### src/rtl/pcd8544_rx_if.sv
`default_nettype none
// ============================================================================
// Module      : pcd8544_rx_if
// Description : Bus bundle for the PCD8544-style receiver. Carries the serial
//               link from the host (sclk, mosi, cs, dc, lcd_rst) and the
//               receiver's write/command strobes back to the host side.
//   master : drives the serial link, observes fb_we/fb_addr/fb_data,
//            cmd_valid/cmd_byte and err.
//   slave  : the receiver; the mirror image of master.
// Revision    : 1.0 - initial release
// ============================================================================
interface pcd8544_rx_if;
    logic       sclk;
    logic       mosi;
    logic       cs;
    logic       dc;
    logic       lcd_rst;
    logic       fb_we;
    logic [8:0] fb_addr;
    logic [7:0] fb_data;
    logic       cmd_valid;
    logic [7:0] cmd_byte;
    logic       err;

    modport master (
        output sclk, mosi, cs, dc, lcd_rst,
        input  fb_we, fb_addr, fb_data, cmd_valid, cmd_byte, err
    );

    modport slave (
        input  sclk, mosi, cs, dc, lcd_rst,
        output fb_we, fb_addr, fb_data, cmd_valid, cmd_byte, err
    );
endinterface
`default_nettype wire

### src/rtl/pcd8544_rx.sv
`default_nettype none
// ============================================================================
// Module      : pcd8544_rx
// Description : Receiver for a PCD8544-style LCD controller serial port.
//               Oversamples the SPI mode-0 link with clk, assembles bytes
//               MSB first, and either writes display data to a framebuffer
//               (with auto-advancing X/Y pointers) or decodes command bytes
//               into the controller's configuration registers.
// Ports       : clk        system clock
//               reset      synchronous active-low reset
//               bus        pcd8544_rx_if.slave (serial in, strobes out)
//               x_addr/y_addr            current write pointers
//               h_mode/v_mode/power_down function-set bits H, V, PD
//               disp_mode                {D,E} display control
//               vop/bias/tc              extended-set registers
// Revision    : 1.0 - initial release
// ============================================================================
module pcd8544_rx #(
    parameter int COLS = 84,
    parameter int ROWS = 6
) (
    input  wire logic       clk,
    input  wire logic       reset,
    pcd8544_rx_if.slave     bus,
    output logic [6:0]      x_addr,
    output logic [2:0]      y_addr,
    output logic            h_mode,
    output logic            v_mode,
    output logic            power_down,
    output logic [1:0]      disp_mode,
    output logic [6:0]      vop,
    output logic [2:0]      bias,
    output logic [1:0]      tc
);

    localparam logic [6:0] c_x_max = 7'(COLS - 1);
    localparam logic [2:0] c_y_max = 3'(ROWS - 1);
    localparam logic [8:0] c_cols9 = 9'(COLS);

    typedef enum logic [1:0] {
        ST_IDLE   = 2'd0,
        ST_SHIFT  = 2'd1,
        ST_DECODE = 2'd2
    } state_t;

    // ------------------------------------------------------------------
    // Input synchronizers. cs and lcd_rst come out of reset in their
    // inactive (high) state so the receiver does not see a false select.
    // ------------------------------------------------------------------
    logic [1:0] r_sclk_sync;
    logic [1:0] r_mosi_sync;
    logic [1:0] r_cs_sync;
    logic [1:0] r_dc_sync;
    logic [1:0] r_lrst_sync;
    logic       r_sclk_prev;

    always_ff @(posedge clk) begin
        if (!reset) begin
            r_sclk_sync <= 2'b00;
            r_mosi_sync <= 2'b00;
            r_cs_sync   <= 2'b11;
            r_dc_sync   <= 2'b00;
            r_lrst_sync <= 2'b11;
            r_sclk_prev <= 1'b0;
        end else begin
            r_sclk_sync <= {r_sclk_sync[0], bus.sclk};
            r_mosi_sync <= {r_mosi_sync[0], bus.mosi};
            r_cs_sync   <= {r_cs_sync[0],   bus.cs};
            r_dc_sync   <= {r_dc_sync[0],   bus.dc};
            r_lrst_sync <= {r_lrst_sync[0], bus.lcd_rst};
            r_sclk_prev <= r_sclk_sync[1];
        end
    end

    logic w_sclk_rise;
    logic w_cs_s;
    logic w_clear;

    assign w_sclk_rise = r_sclk_sync[1] & ~r_sclk_prev;
    assign w_cs_s      = r_cs_sync[1];
    // Either reset source returns the whole receiver to its power-on state.
    assign w_clear     = ~reset | ~r_lrst_sync[1];

    // ------------------------------------------------------------------
    // Control FSM
    // ------------------------------------------------------------------
    state_t     r_state;
    state_t     w_state_next;
    logic [2:0] r_bit_cnt;
    logic       w_shift_en;
    logic       w_last_bit;

    assign w_shift_en = (r_state == ST_SHIFT) && !w_cs_s && w_sclk_rise;
    assign w_last_bit = w_shift_en && (r_bit_cnt == 3'd7);

    always_ff @(posedge clk) begin
        if (w_clear) begin
            r_state <= ST_IDLE;
        end else begin
            r_state <= w_state_next;
        end
    end

    always_comb begin
        w_state_next = r_state;
        case (r_state)
            ST_IDLE: begin
                if (!w_cs_s) begin
                    w_state_next = ST_SHIFT;
                end
            end
            ST_SHIFT: begin
                if (w_cs_s) begin
                    w_state_next = ST_IDLE;
                end else if (w_last_bit) begin
                    w_state_next = ST_DECODE;
                end
            end
            ST_DECODE: begin
                w_state_next = w_cs_s ? ST_IDLE : ST_SHIFT;
            end
            default: begin
                w_state_next = ST_IDLE;
            end
        endcase
    end

    // ------------------------------------------------------------------
    // Datapath registers
    // ------------------------------------------------------------------
    // Only the first seven bits ever need holding; the eighth is taken
    // straight from the synchronizer when the byte completes.
    logic [6:0] r_shreg;
    logic [7:0] w_byte;
    logic       r_fb_we;
    logic [8:0] r_fb_addr;
    logic [7:0] r_fb_data;
    logic       r_cmd_valid;
    logic [7:0] r_cmd_byte;
    logic       r_err;
    logic [6:0] r_x;
    logic [2:0] r_y;
    logic       r_h;
    logic       r_v;
    logic       r_pd;
    logic [1:0] r_disp_mode;
    logic [6:0] r_vop;
    logic [2:0] r_bias;
    logic [1:0] r_tc;

    assign w_byte = {r_shreg, r_mosi_sync[1]};

    // Pointer advance after a data write; the wrap order depends on V.
    logic [6:0] w_x_adv;
    logic [2:0] w_y_adv;
    logic [8:0] w_lin_addr;

    always_comb begin
        w_x_adv = r_x;
        w_y_adv = r_y;
        if (!r_v) begin
            if (r_x == c_x_max) begin
                w_x_adv = 7'd0;
                w_y_adv = (r_y == c_y_max) ? 3'd0 : r_y + 3'd1;
            end else begin
                w_x_adv = r_x + 7'd1;
            end
        end else begin
            if (r_y == c_y_max) begin
                w_y_adv = 3'd0;
                w_x_adv = (r_x == c_x_max) ? 7'd0 : r_x + 7'd1;
            end else begin
                w_y_adv = r_y + 3'd1;
            end
        end
    end

    assign w_lin_addr = {6'd0, r_y} * c_cols9 + {2'd0, r_x};

    // The byte is decoded on the edge that ends the 8th-rise cycle, so the
    // strobes and the updated registers are visible during DECODE.
    always_ff @(posedge clk) begin
        if (w_clear) begin
            r_bit_cnt   <= 3'd0;
            r_shreg     <= 7'd0;
            r_fb_we     <= 1'b0;
            r_fb_addr   <= 9'd0;
            r_fb_data   <= 8'd0;
            r_cmd_valid <= 1'b0;
            r_cmd_byte  <= 8'd0;
            r_err       <= 1'b0;
            r_x         <= 7'd0;
            r_y         <= 3'd0;
            r_h         <= 1'b0;
            r_v         <= 1'b0;
            r_pd        <= 1'b1;
            r_disp_mode <= 2'b00;
            r_vop       <= 7'd0;
            r_bias      <= 3'd0;
            r_tc        <= 2'd0;
        end else begin
            r_fb_we     <= 1'b0;
            r_cmd_valid <= 1'b0;
            r_err       <= 1'b0;

            if (r_state == ST_SHIFT && w_cs_s) begin
                r_bit_cnt <= 3'd0;
            end else if (w_shift_en) begin
                r_shreg   <= w_byte[6:0];
                r_bit_cnt <= r_bit_cnt + 3'd1;   // wraps 7 -> 0 on the last bit
            end

            if (w_last_bit) begin
                if (r_dc_sync[1]) begin
                    r_fb_we   <= 1'b1;
                    r_fb_data <= w_byte;
                    r_fb_addr <= w_lin_addr;
                    r_x       <= w_x_adv;
                    r_y       <= w_y_adv;
                end else begin
                    r_cmd_byte  <= w_byte;
                    r_cmd_valid <= 1'b1;
                    if (w_byte == 8'h00) begin
                        // NOP
                    end else if (w_byte[7:3] == 5'b00100) begin
                        // Function set is reachable from either instruction set.
                        r_pd <= w_byte[2];
                        r_v  <= w_byte[1];
                        r_h  <= w_byte[0];
                    end else if (!r_h) begin
                        if (w_byte[7:3] == 5'b00001) begin
                            r_disp_mode <= {w_byte[2], w_byte[0]};
                        end else if (w_byte[7:3] == 5'b01000) begin
                            if (w_byte[2:0] <= c_y_max) begin
                                r_y <= w_byte[2:0];
                            end else begin
                                r_err <= 1'b1;
                            end
                        end else if (w_byte[7]) begin
                            if (w_byte[6:0] <= c_x_max) begin
                                r_x <= w_byte[6:0];
                            end else begin
                                r_err <= 1'b1;
                            end
                        end else begin
                            r_err <= 1'b1;
                        end
                    end else begin
                        if (w_byte[7:2] == 6'b000001) begin
                            r_tc <= w_byte[1:0];
                        end else if (w_byte[7:3] == 5'b00010) begin
                            r_bias <= w_byte[2:0];
                        end else if (w_byte[7]) begin
                            r_vop <= w_byte[6:0];
                        end else begin
                            r_err <= 1'b1;
                        end
                    end
                end
            end
        end
    end

    assign bus.fb_we     = r_fb_we;
    assign bus.fb_addr   = r_fb_addr;
    assign bus.fb_data   = r_fb_data;
    assign bus.cmd_valid = r_cmd_valid;
    assign bus.cmd_byte  = r_cmd_byte;
    assign bus.err       = r_err;

    assign x_addr     = r_x;
    assign y_addr     = r_y;
    assign h_mode     = r_h;
    assign v_mode     = r_v;
    assign power_down = r_pd;
    assign disp_mode  = r_disp_mode;
    assign vop        = r_vop;
    assign bias       = r_bias;
    assign tc         = r_tc;

endmodule
`default_nettype wire
### src/flat_wrapper.sv
// flat-port wrapper written by rule: the top's interface ports become plain ports
module pcd8544_rx_flat 
#(
    parameter int COLS = 84,
    parameter int ROWS = 6
)
  (clk, reset, x_addr, y_addr, h_mode, v_mode, power_down, disp_mode, vop, bias, tc, bus_sclk, bus_mosi, bus_cs, bus_dc, bus_lcd_rst, bus_fb_we, bus_fb_addr, bus_fb_data, bus_cmd_valid, bus_cmd_byte, bus_err);
  pcd8544_rx_if bus_i ();
  input  wire logic clk;
  input  wire logic reset;
  output logic [6:0] x_addr;
  output logic [2:0] y_addr;
  output logic h_mode;
  output logic v_mode;
  output logic power_down;
  output logic [1:0] disp_mode;
  output logic [6:0] vop;
  output logic [2:0] bias;
  output logic [1:0] tc;
  input wire logic [$bits(bus_i.sclk)-1:0] bus_sclk;
  input wire logic [$bits(bus_i.mosi)-1:0] bus_mosi;
  input wire logic [$bits(bus_i.cs)-1:0] bus_cs;
  input wire logic [$bits(bus_i.dc)-1:0] bus_dc;
  input wire logic [$bits(bus_i.lcd_rst)-1:0] bus_lcd_rst;
  output wire logic [$bits(bus_i.fb_we)-1:0] bus_fb_we;
  output wire logic [$bits(bus_i.fb_addr)-1:0] bus_fb_addr;
  output wire logic [$bits(bus_i.fb_data)-1:0] bus_fb_data;
  output wire logic [$bits(bus_i.cmd_valid)-1:0] bus_cmd_valid;
  output wire logic [$bits(bus_i.cmd_byte)-1:0] bus_cmd_byte;
  output wire logic [$bits(bus_i.err)-1:0] bus_err;
  assign bus_i.sclk = bus_sclk;
  assign bus_i.mosi = bus_mosi;
  assign bus_i.cs = bus_cs;
  assign bus_i.dc = bus_dc;
  assign bus_i.lcd_rst = bus_lcd_rst;
  assign bus_fb_we = bus_i.fb_we;
  assign bus_fb_addr = bus_i.fb_addr;
  assign bus_fb_data = bus_i.fb_data;
  assign bus_cmd_valid = bus_i.cmd_valid;
  assign bus_cmd_byte = bus_i.cmd_byte;
  assign bus_err = bus_i.err;
  pcd8544_rx #(.COLS(COLS), .ROWS(ROWS)) u_core (.clk(clk), .reset(reset), .bus(bus_i), .x_addr(x_addr), .y_addr(y_addr), .h_mode(h_mode), .v_mode(v_mode), .power_down(power_down), .disp_mode(disp_mode), .vop(vop), .bias(bias), .tc(tc));
endmodule
### config.mk
export PLATFORM = sky130hd
export DESIGN_NAME = pcd8544_rx_flat
export DESIGN_NICKNAME = d
export VERILOG_FILES = /design/src/rtl/pcd8544_rx_if.sv /design/src/rtl/pcd8544_rx.sv /design/src/flat_wrapper.sv
export SDC_FILE = /design/constraint.sdc
export NUM_CORES = 1
export LEC_CHECK = 0
export ABC_AREA = 1
export CAP_MARGIN = 20
export CELL_PAD_IN_SITES_DETAIL_PLACEMENT = 1
export CELL_PAD_IN_SITES_GLOBAL_PLACEMENT = 2
export CORE_MARGIN = 1.5
export CORE_UTILIZATION = 30
export DETAILED_ROUTE_END_ITERATION = 6
export PLACE_DENSITY_LB_ADDON = 0.1
export SLEW_MARGIN = 5
export SYNTH_ARGS = -nofsm -noshare
export SYNTH_HDL_FRONTEND = slang
export SYNTH_SLANG_ARGS = --single-unit
### constraint.sdc
create_clock -name clk -period 2.4 [get_ports clk]
set_input_delay 0.6 -clock clk [delete_from_list [all_inputs] [get_ports clk]]
set_output_delay 0.6 -clock clk [all_outputs]
set_load 0.05 [all_outputs]
==> flow_summary_export.csv, run 1 <==
group,metric,value,unit
power,leak,0.00197,µW
sta,finalMaxSlewViolations,0,
placement,place.port_buffers,61,
die,die-area,12500,µm²
die,die_h,112,µm
critical_path,cp_top_family,"buffers and inverters",
die,start_util,30.9,%
sta,timing.slew.headroom,57.4,%
final_layout,design_area_final,4610,µm²
global_route,grt_max_degree,34,
clock_network,ctsRootBufferMaster,"sky130_fd_sc_hd__clkbuf_16",
critical_path,path_depth,1,
critical_path,reg2reg_to,"u_core.bus.fb_addr[7]",
detailed_routing,wire_per_inst,15.6,µm
clock_network,worstSkewPairLatency,0.34,ns
final_layout,drive_above_1_share,10.1,%
synthesis,synth-seq-cells,78,
clock_network,cts-root-to-sink-buffers,2,
detailed_routing,route.final.wire_length,10.6,mm
sta,fin_crit,2.28,ns
outcome,outcome,"finished, final reports clean",
critical_path,setup.worst_path.end_class,"primary output",
sta,period_utilisation_layout,94.9,%
critical_path,ff2ff_setup_slack,0.31,ns
critical_path,regToRegStartpoint,"u_core.y_addr[0]",
global_route,globalRoute.totalOverflow,0,
sta,rsz_0062_raised_after_global_routing,"no",
critical_path,worstSetupPathType,"reg -> out",
final_layout,num-fill-cells,1396,
detailed_routing,vias,3227,
global_route,grt_most_used_layer,"met2",
critical_path,critical_path_required,1.80,ns
global_route,grtUsageTotal,18.3,%
clock_network,post_cts.resized_instances,0,
detailed_routing,drt-initial-drc-count,75,
power,power.density_cell_area,606,nW/µm²
die,floorplan.io_pins,62,
synthesis,syn-cell-area,3550,µm²
sta,final.setup_skew,0.00837,ns
critical_path,startpoint_type,"register",
synthesis,synth_sequential_area_ratio,44.0,%
synthesis,yosys_warnings,0,
sta,finalSetupViolCount,0,
clock_network,h-tree-depth,3,
synthesis,syn_inst,465,
clock_network,cts.repair_timing.setup_buffer_count,0,
global_route,wire_length_of_the_first_global_routing_pass,17.6,mm
detailed_routing,detail_route.first_pass.iterations,4,
global_route,antenna_found_initial,0,
clock_network,clock-sinks,78,
critical_path,critical_path_peak_fanout,6,
critical_path,critical_path.n_buffers_inverters,1,
synthesis,post_synth_cell_types,39,
die,placement_rows,39,
sta,total_negative_setup_slack,0,ns
clock_network,cts.reportedPaths.clkPinSlew,0.06,ns
die,floorplan.die.width,112,µm
global_route,global_route.usage.met3,4.95,%
global_route,grt_pass1_vias,3348,
detailed_routing,antenna_left,0,
final_layout,post_synthesis_to_final_layout_area_growth,30.1,%
synthesis,synth.avg_cell_area,7.63,µm²
critical_path,worst_r2r_path_depth,12,
final_layout,layout.cells.most_common,"sky130_fd_sc_hd__dfxtp_1",
critical_path,critical_path_arrival,1.68,ns
critical_path,critical_path.cell_chain,"clkdlybuf4s50_1",
critical_path,cp_max_stage_cell,"sky130_fd_sc_hd__clkdlybuf4s50_1",
global_route,met2_global_route_usage,27.3,%
critical_path,worstSetupStartpoint,"u_core.x_addr[4]",
die,core_region_area,11500,µm²
critical_path,cp-endpoint,"x_addr[4]",
clock_network,cts_hold_buf,0,
power,max-vdd-ir-drop,0.368,mV
placement,place_hpwl,7.70,mm
sta,max_freq,439,MHz
clock_network,cts-buffers-inserted,9,
sta,max_slew.worst_pin.slew,0.637,ns
synthesis,synth_nets,484,
final_layout,layout.cells.most_common_list,"sky130_fd_sc_hd__dfxtp_1, sky130_fd_sc_hd__nor2_1, sky130_fd_sc_hd__nand2_1, sky130_fd_sc_hd__clkdlybuf4s50_1, sky130_fd_sc_hd__o21ai_0",
clock_network,cts_tree,"built",
sta,hold_viol_final,0,
detailed_routing,drt_drc_violations_left,0,
critical_path,maximum_cell_stage_delay_along_the_critical_path,0.87,ns
final_layout,final_net_count,550,
detailed_routing,vias_per_cell,4.75,
placement,place_congestion,0.814,
worst_hold_path,holdCritPathClass,"reg -> reg",
global_route,met1_use_gr,24.9,%
placement,postPlaceCellArea,4310,µm²
final_layout,diodes,0,
job,max-cap-violations,0,
==> layer usage <==
metal | up-vias | wire (µm) | share of wire [%]
li1 | 1649 | - | -
met1 | 1504 | 5360 | 50
met2 | 62 | 4500 | 42
met3 | 12 | 578 | 5.4
met4 | 0 | 191 | 1.8
met5 | - | 0 | 0
==> cell families after synthesis <==
| group | Yosys count | share of synthesized area, % |
|---|---|---|
| flops | 78 | 44.0 |
| xor+xnor | 9 | 2.22 |
| fa+ha+maj | 12 | 4.45 |
| compound gates | 105 | 15.9 |
| buf+inv | 68 | 8.54 |
| simple gates | 193 | 24.8 |
==> power breakdown <==
group	switching, µW	leakage (µW)	internal, µW
clock network	560	0.000150	836
registers	4.60	0.000631	1300
logic	58.8	0.00119	31.0
total	623	0.00197	2170
==> synthesized netlist by cell type, drive strengths merged <==
master / count / area share [%]
inv: 49 / 5.3
nand3b: 3 / 0.64
nand4: 6 / 1.5
a31o: 1 / 0.25
fa: 1 / 0.56
a21o: 1 / 0.21
o21a: 1 / 0.21
nand2: 74 / 8.6
nor3: 4 / 0.85
buf: 12 / 2.4
o21ai: 49 / 6.9
clkinv: 2 / 0.28
o211ai: 1 / 0.21
xor2: 4 / 0.99
dfxtp: 78 / 44
o22ai: 1 / 0.18
o21bai: 1 / 0.21
nor2: 83 / 9.7
nand3: 23 / 3.5
clkbuf: 5 / 0.53
o31ai: 1 / 0.21
a21oi: 41 / 5.9
a31oi: 1 / 0.18
a211oi: 7 / 1.5
ha: 11 / 3.9
xnor2: 5 / 1.2
==> final cells by class <==
class | count | area [µm²] | area share, %
timing repair buffer | 72 | 691 | 15.0
sequential | 78 | 1560 | 33.9
clock inverter | 5 | 57.6 | 1.25
multi-input combinational | 319 | 1680 | 36.5
clock buffer | 11 | 243 | 5.26
inverter | 51 | 199 | 4.31
tap | 143 | 179 | 3.88
==> flip-flops by register name, summed over array words and instances (netlist names), 2 cells and up <==
signal / flops
u_core.bias: 3
u_core.bus.fb_addr: 9
u_core.r_lrst_sync: 2
u_core.r_sclk_sync: 2
u_core.x_addr: 7
u_core.r_mosi_sync: 2
u_core.r_shreg: 7
u_core.r_bit_cnt: 3
u_core.y_addr: 3
u_core.disp_mode: 2
u_core.bus.cmd_byte: 8
u_core.tc: 2
u_core.r_state: 2
u_core.vop: 7
u_core.r_cs_sync: 2
u_core.bus.fb_data: 8
u_core.r_dc_sync: 2
==> worst min-delay path by stage <==
stage | startpoint | to | slack, ns | cells after the start
2_1_floorplan | u_core.r_cs_sync[0] | u_core.r_cs_sync[1] | 0.38 | 2
3_3_place_gp | u_core.r_lrst_sync[0] | u_core.r_lrst_sync[1] | 0.39 | 2
3_5_place_dp | u_core.r_cs_sync[0] | u_core.r_cs_sync[1] | 0.40 | 2
4_1_cts | u_core.r_cs_sync[0] | u_core.r_cs_sync[1] | 0.41 | 2
5_1_grt | u_core.r_sclk_sync[0] | u_core.r_sclk_sync[1] | 0.44 | 2
6_report | u_core.r_cs_sync[0] | u_core.r_cs_sync[1] | 0.41 | 2
==> stage by stage <==
stage / hold slack (ns) / instances / setup WS [ns] / util (%) / total power, µW
global route: 0.437 / 679 / 0.0244 / 40.2 / 2890
finish: 0.408 / 679 / 0.122 / 40.2 / 2790
global placement: 0.387 / 663 / 0.258 / 37.6 / 1430
detailed placement: 0.398 / 663 / 0.179 / 37.6 / 1430
CTS: 0.411 / 679 / 0.0817 / 40.2 / 2830
floorplan: 0.380 / 465 / 0.0337 / - / 1390
(Power assumes the default switching activity.)
==> run 2, diff against run 1 <==
--- a/config.mk
+++ b/config.mk
@@ -6,6 +6,7 @@
 export NUM_CORES = 1
 export LEC_CHECK = 0
 export ABC_AREA = 1
+export ABC_CLOCK_PERIOD_IN_PS = 2400
 export CAP_MARGIN = 20
 export CELL_PAD_IN_SITES_DETAIL_PLACEMENT = 1
 export CELL_PAD_IN_SITES_GLOBAL_PLACEMENT = 2
==> results of run 2 <==
The final DEF is identical to that of run 1; final timing and power are the same.
==> run 3, diff against run 2 <==
--- a/config.mk
+++ b/config.mk
@@ -5,13 +5,12 @@
 export SDC_FILE = /design/constraint.sdc
 export NUM_CORES = 1
 export LEC_CHECK = 0
-export ABC_AREA = 1
-export ABC_CLOCK_PERIOD_IN_PS = 2400
+export ABC_CLOCK_PERIOD_IN_PS = 2170
 export CAP_MARGIN = 20
 export CELL_PAD_IN_SITES_DETAIL_PLACEMENT = 1
 export CELL_PAD_IN_SITES_GLOBAL_PLACEMENT = 2
 export CORE_MARGIN = 1.5
-export CORE_UTILIZATION = 30
+export CORE_UTILIZATION = 32
 export DETAILED_ROUTE_END_ITERATION = 6
 export PLACE_DENSITY_LB_ADDON = 0.1
 export SLEW_MARGIN = 5
==> constraint.sdc (replaced) <==
create_clock -name clk -period 2.17 [get_ports clk]
set_input_delay 0.5425 -clock clk [delete_from_list [all_inputs] [get_ports clk]]
set_output_delay 0.5425 -clock clk [all_outputs]
set_load 0.05 [all_outputs]
==> flow_summary_export.csv, run 3 <==
group,metric,value,unit
outcome,outcome,"finished, final reports clean",
sta,finalMaxSlewViolations,0,
critical_path,cp_max_stage_cell,"sky130_fd_sc_hd__clkdlybuf4s50_1",
detailed_routing,wire_per_inst,16.8,µm
detailed_routing,met2WireLength,4.77,mm
placement,numPlacedInstances,581,
global_route,antenna_found_initial,0,
detailed_routing,vias,2981,
sta,max_slew.worst_pin.slew,0.517,ns
final_layout,largest_register_ff_count,9,
die,placement_rows,37,
synthesis,synth_ff_type,"sky130_fd_sc_hd__dfxtp_1",
sta,rsz_0062_raised_after_global_routing,"no",
placement,place.port_buffers,61,
clock_network,worstSkewPairLatency,0.36,ns
power,leak,0.00171,µW
die,core_region_area,10400,µm²
job,max-cap-violations,0,
synthesis,synth_async_sr_flop_share,0,%
critical_path,setup.worst_path.end_class,"primary output",
global_route,grtUsageTotal,18.7,%
synthesis,area_leader_netlist,"sky130_fd_sc_hd__dfxtp_1",
critical_path,critical_path_peak_fanout,6,
final_layout,diodes,0,
placement,place_congestion,0.762,
critical_path,critical_path_arrival,1.57,ns
die,floorplan.io_pins,62,
synthesis,syn-cell-area,3470,µm²
synthesis,synth.avg_cell_area,9.02,µm²
worst_hold_path,holdCritPathClass,"reg -> reg",
sta,final.setup_skew,0.00996,ns
die,start_util,33.3,%
synthesis,synth.most_common_cell,"sky130_fd_sc_hd__dfxtp_1",
final_layout,final_net_count,475,
power,max-vdd-ir-drop,0.406,mV
sta,max_freq,472,MHz
sta,fin_crit,2.12,ns
final_layout,final_cells,596,
detailed_routing,vias_per_cell,5.00,
final_layout,post_synthesis_to_final_layout_area_growth,31.8,%
placement,place_hpwl,7.12,mm
power,power.density_cell_area,593,nW/µm²
critical_path,critical_path.n_buffers_inverters,1,
clock_network,cts_tree,"built",
detailed_routing,drt_drc_violations_left,0,
detailed_routing,route.layer.met1.wl,4.84,mm
global_route,grt_max_degree,59,
critical_path,worstSetupPathType,"reg -> out",
final_layout,num-fill-cells,1212,
sta,timing.slew.headroom,65.4,%
synthesis,yosys_warnings,0,
sta,total_negative_setup_slack,0,ns
final_layout,layout.cells.most_common,"sky130_fd_sc_hd__dfxtp_1",
clock_network,cts.repair_timing.setup_buffer_count,0,
clock_network,ctsRootBufferMaster,"sky130_fd_sc_hd__clkbuf_8",
detailed_routing,drt-initial-drc-count,68,
detailed_routing,route.final.wire_length,10.0,mm
sta,finalSetupViolCount,0,
die,floorplan.die.width,107,µm
clock_network,cts.reportedPaths.clkPinSlew,0.08,ns
final_layout,layout.cells.most_common_list,"sky130_fd_sc_hd__dfxtp_1, sky130_fd_sc_hd__clkdlybuf4s50_1, sky130_fd_sc_hd__nor2_1, sky130_fd_sc_hd__nand2_1",
global_route,globalRoute.totalOverflow,0,
die,die-area,11500,µm²
clock_network,cts-root-to-sink-buffers,2,
critical_path,maximum_cell_stage_delay_along_the_critical_path,0.82,ns
critical_path,startpoint_type,"register",
global_route,wire_length_of_the_first_global_routing_pass,16.3,mm
global_route,grt_pass1_vias,3097,
detailed_routing,antenna_left,0,
detailed_routing,highest-signal-layer,"met4",
synthesis,synth-seq-cells,78,
detailed_routing,met3WireLength,282,µm
critical_path,cp_top_family,"buffers and inverters",
sta,hold_viol_final,0,
critical_path,critical_path_required,1.63,ns
die,die_h,107,µm
clock_network,clock-sinks,78,
synthesis,post_synth_cell_types,50,
synthesis,synth.top_cells.by_count,"sky130_fd_sc_hd__dfxtp_1, sky130_fd_sc_hd__nand2_1, sky130_fd_sc_hd__nor2_1, sky130_fd_sc_hd__mux2i_1, sky130_fd_sc_hd__a21oi_1",
detailed_routing,detail_route.first_pass.iterations,4,
clock_network,cts-buffers-inserted,9,
final_layout,drive_above_1_share,13.9,%
synthesis,synth-edff-count,0,
clock_network,h-tree-depth,3,
synthesis,synth_top_cell_area_share,45.0,%
critical_path,critical_path.cell_chain,"clkdlybuf4s50_1",
synthesis,synth_nets,404,
synthesis,synth_sequential_area_ratio,45.0,%
synthesis,syn_inst,385,
synthesis,synth.top_cells.by_area,"sky130_fd_sc_hd__dfxtp_1, sky130_fd_sc_hd__mux2i_1, sky130_fd_sc_hd__nand2_1",
sta,period_utilisation_layout,97.6,%
run 3: cell count changes in the layout (fill, tap and decap cells not counted), moves of 10 or more:
cell	delta
sky130_fd_sc_hd__nor2_1	-29
sky130_fd_sc_hd__nand2_1	-23
sky130_fd_sc_hd__and2_1	+10
sky130_fd_sc_hd__clkdlybuf4s50_1	-10
sky130_fd_sc_hd__buf_4	+24
sky130_fd_sc_hd__o21ai_0	-37
sky130_fd_sc_hd__nand3_1	-18
sky130_fd_sc_hd__mux2i_1	+36
sky130_fd_sc_hd__a21oi_1	-15
sky130_fd_sc_hd__inv_1	-36
run 3: repair_timing:
action,4_1_cts,5_1_grt
gates resized for setup,2,3
endpoints found under the hold margin,0,0
setup endpoints to repair,2,10
hold buffers,0,0
cloned,0,0
pin swaps,0,1
run 3: layout make-up:
type	count	area, µm²	area share (%)
Multi-Input combinational cell	270	1790	39.1
Timing Repair Buffer	89	808	17.7
Inverter	8	30.0	0.656
Clock buffer	9	124	2.71
Sequential cell	78	1570	34.2
Clock inverter	6	86.3	1.89
Tap cell	136	170	3.72
run 3: through the flow:
| stage | setup slack, ns | instance area [µm²] | utilization, % | power, µW | hold slack, ns |
|---|---|---|---|---|---|
| final | 0.0529 | 4580 | 43.9 | 2710 | 0.423 |
| after global routing | 0.0196 | 4580 | 43.9 | 2840 | 0.450 |
| after CTS | 0.0279 | 4540 | 43.6 | 2770 | 0.426 |
| after detailed placement | 0.0646 | 4340 | 41.6 | 1570 | 0.404 |
| after global placement | 0.109 | 4340 | 41.6 | 1560 | 0.392 |
| after floorplan | 0.00625 | 3480 | - | 1530 | 0.386 |
run 3: path summary, 6_finish.rpt:
kind | startpoint | endpoint | slack [ns] | cells past startpoint
setup / recovery | u_core.y_addr[1] | y_addr[1] | 0.05 | 1
hold / removal | u_core.r_lrst_sync[0] | u_core.r_lrst_sync[1] | 0.42 | 1
setup reg to reg | u_core.y_addr[0] | u_core.bus.fb_addr[8] | 0.19 | 9
hold reg to reg | u_core.r_lrst_sync[0] | u_core.r_lrst_sync[1] | 0.42 | 1
run 3: worst register-to-register path: stages (launching register included):
cell and delay (ns):
sky130_fd_sc_hd__dfxtp_2 0.33, sky130_fd_sc_hd__ha_1 0.19, sky130_fd_sc_hd__ha_1 0.23, sky130_fd_sc_hd__ha_4 0.24, sky130_fd_sc_hd__ha_4 0.27, sky130_fd_sc_hd__o21a_1 0.10
sky130_fd_sc_hd__o31ai_1 0.08, sky130_fd_sc_hd__a21oi_1 0.17, sky130_fd_sc_hd__mux2i_1 0.19, sky130_fd_sc_hd__a21oi_1 0.07
run 3: cell families (layout without fill, tap and decap cells):
logic type / Yosys count / count (layout) / share of synthesized area, %
AOI/OAI and AO/OA: 68 / 68 / 12.7
xor gates and xnor gates: 7 / 7 / 1.77
adders and majority gates: 12 / 12 / 4.54
buffers and inverters: 37 / 112 / 4.54
DFF: 78 / 78 / 45.0
muxes: 36 / 36 / 10.4
and+or+nand+nor: 147 / 147 / 21.1
run 3: routing by layer:
metal / track usage (%) / vias up
met5: 0 / -
met4: 5.81 / 0
met3: 4.50 / 10
met2: 30.2 / 49
met1: 24.4 / 1451
li1: - / 1471
run 3: report_power, final:
part           internal (µW)  switching, µW
Combinational           31.5           52.7
Sequential              1440           5.58
Clock                    641            543
Total                   2110            602
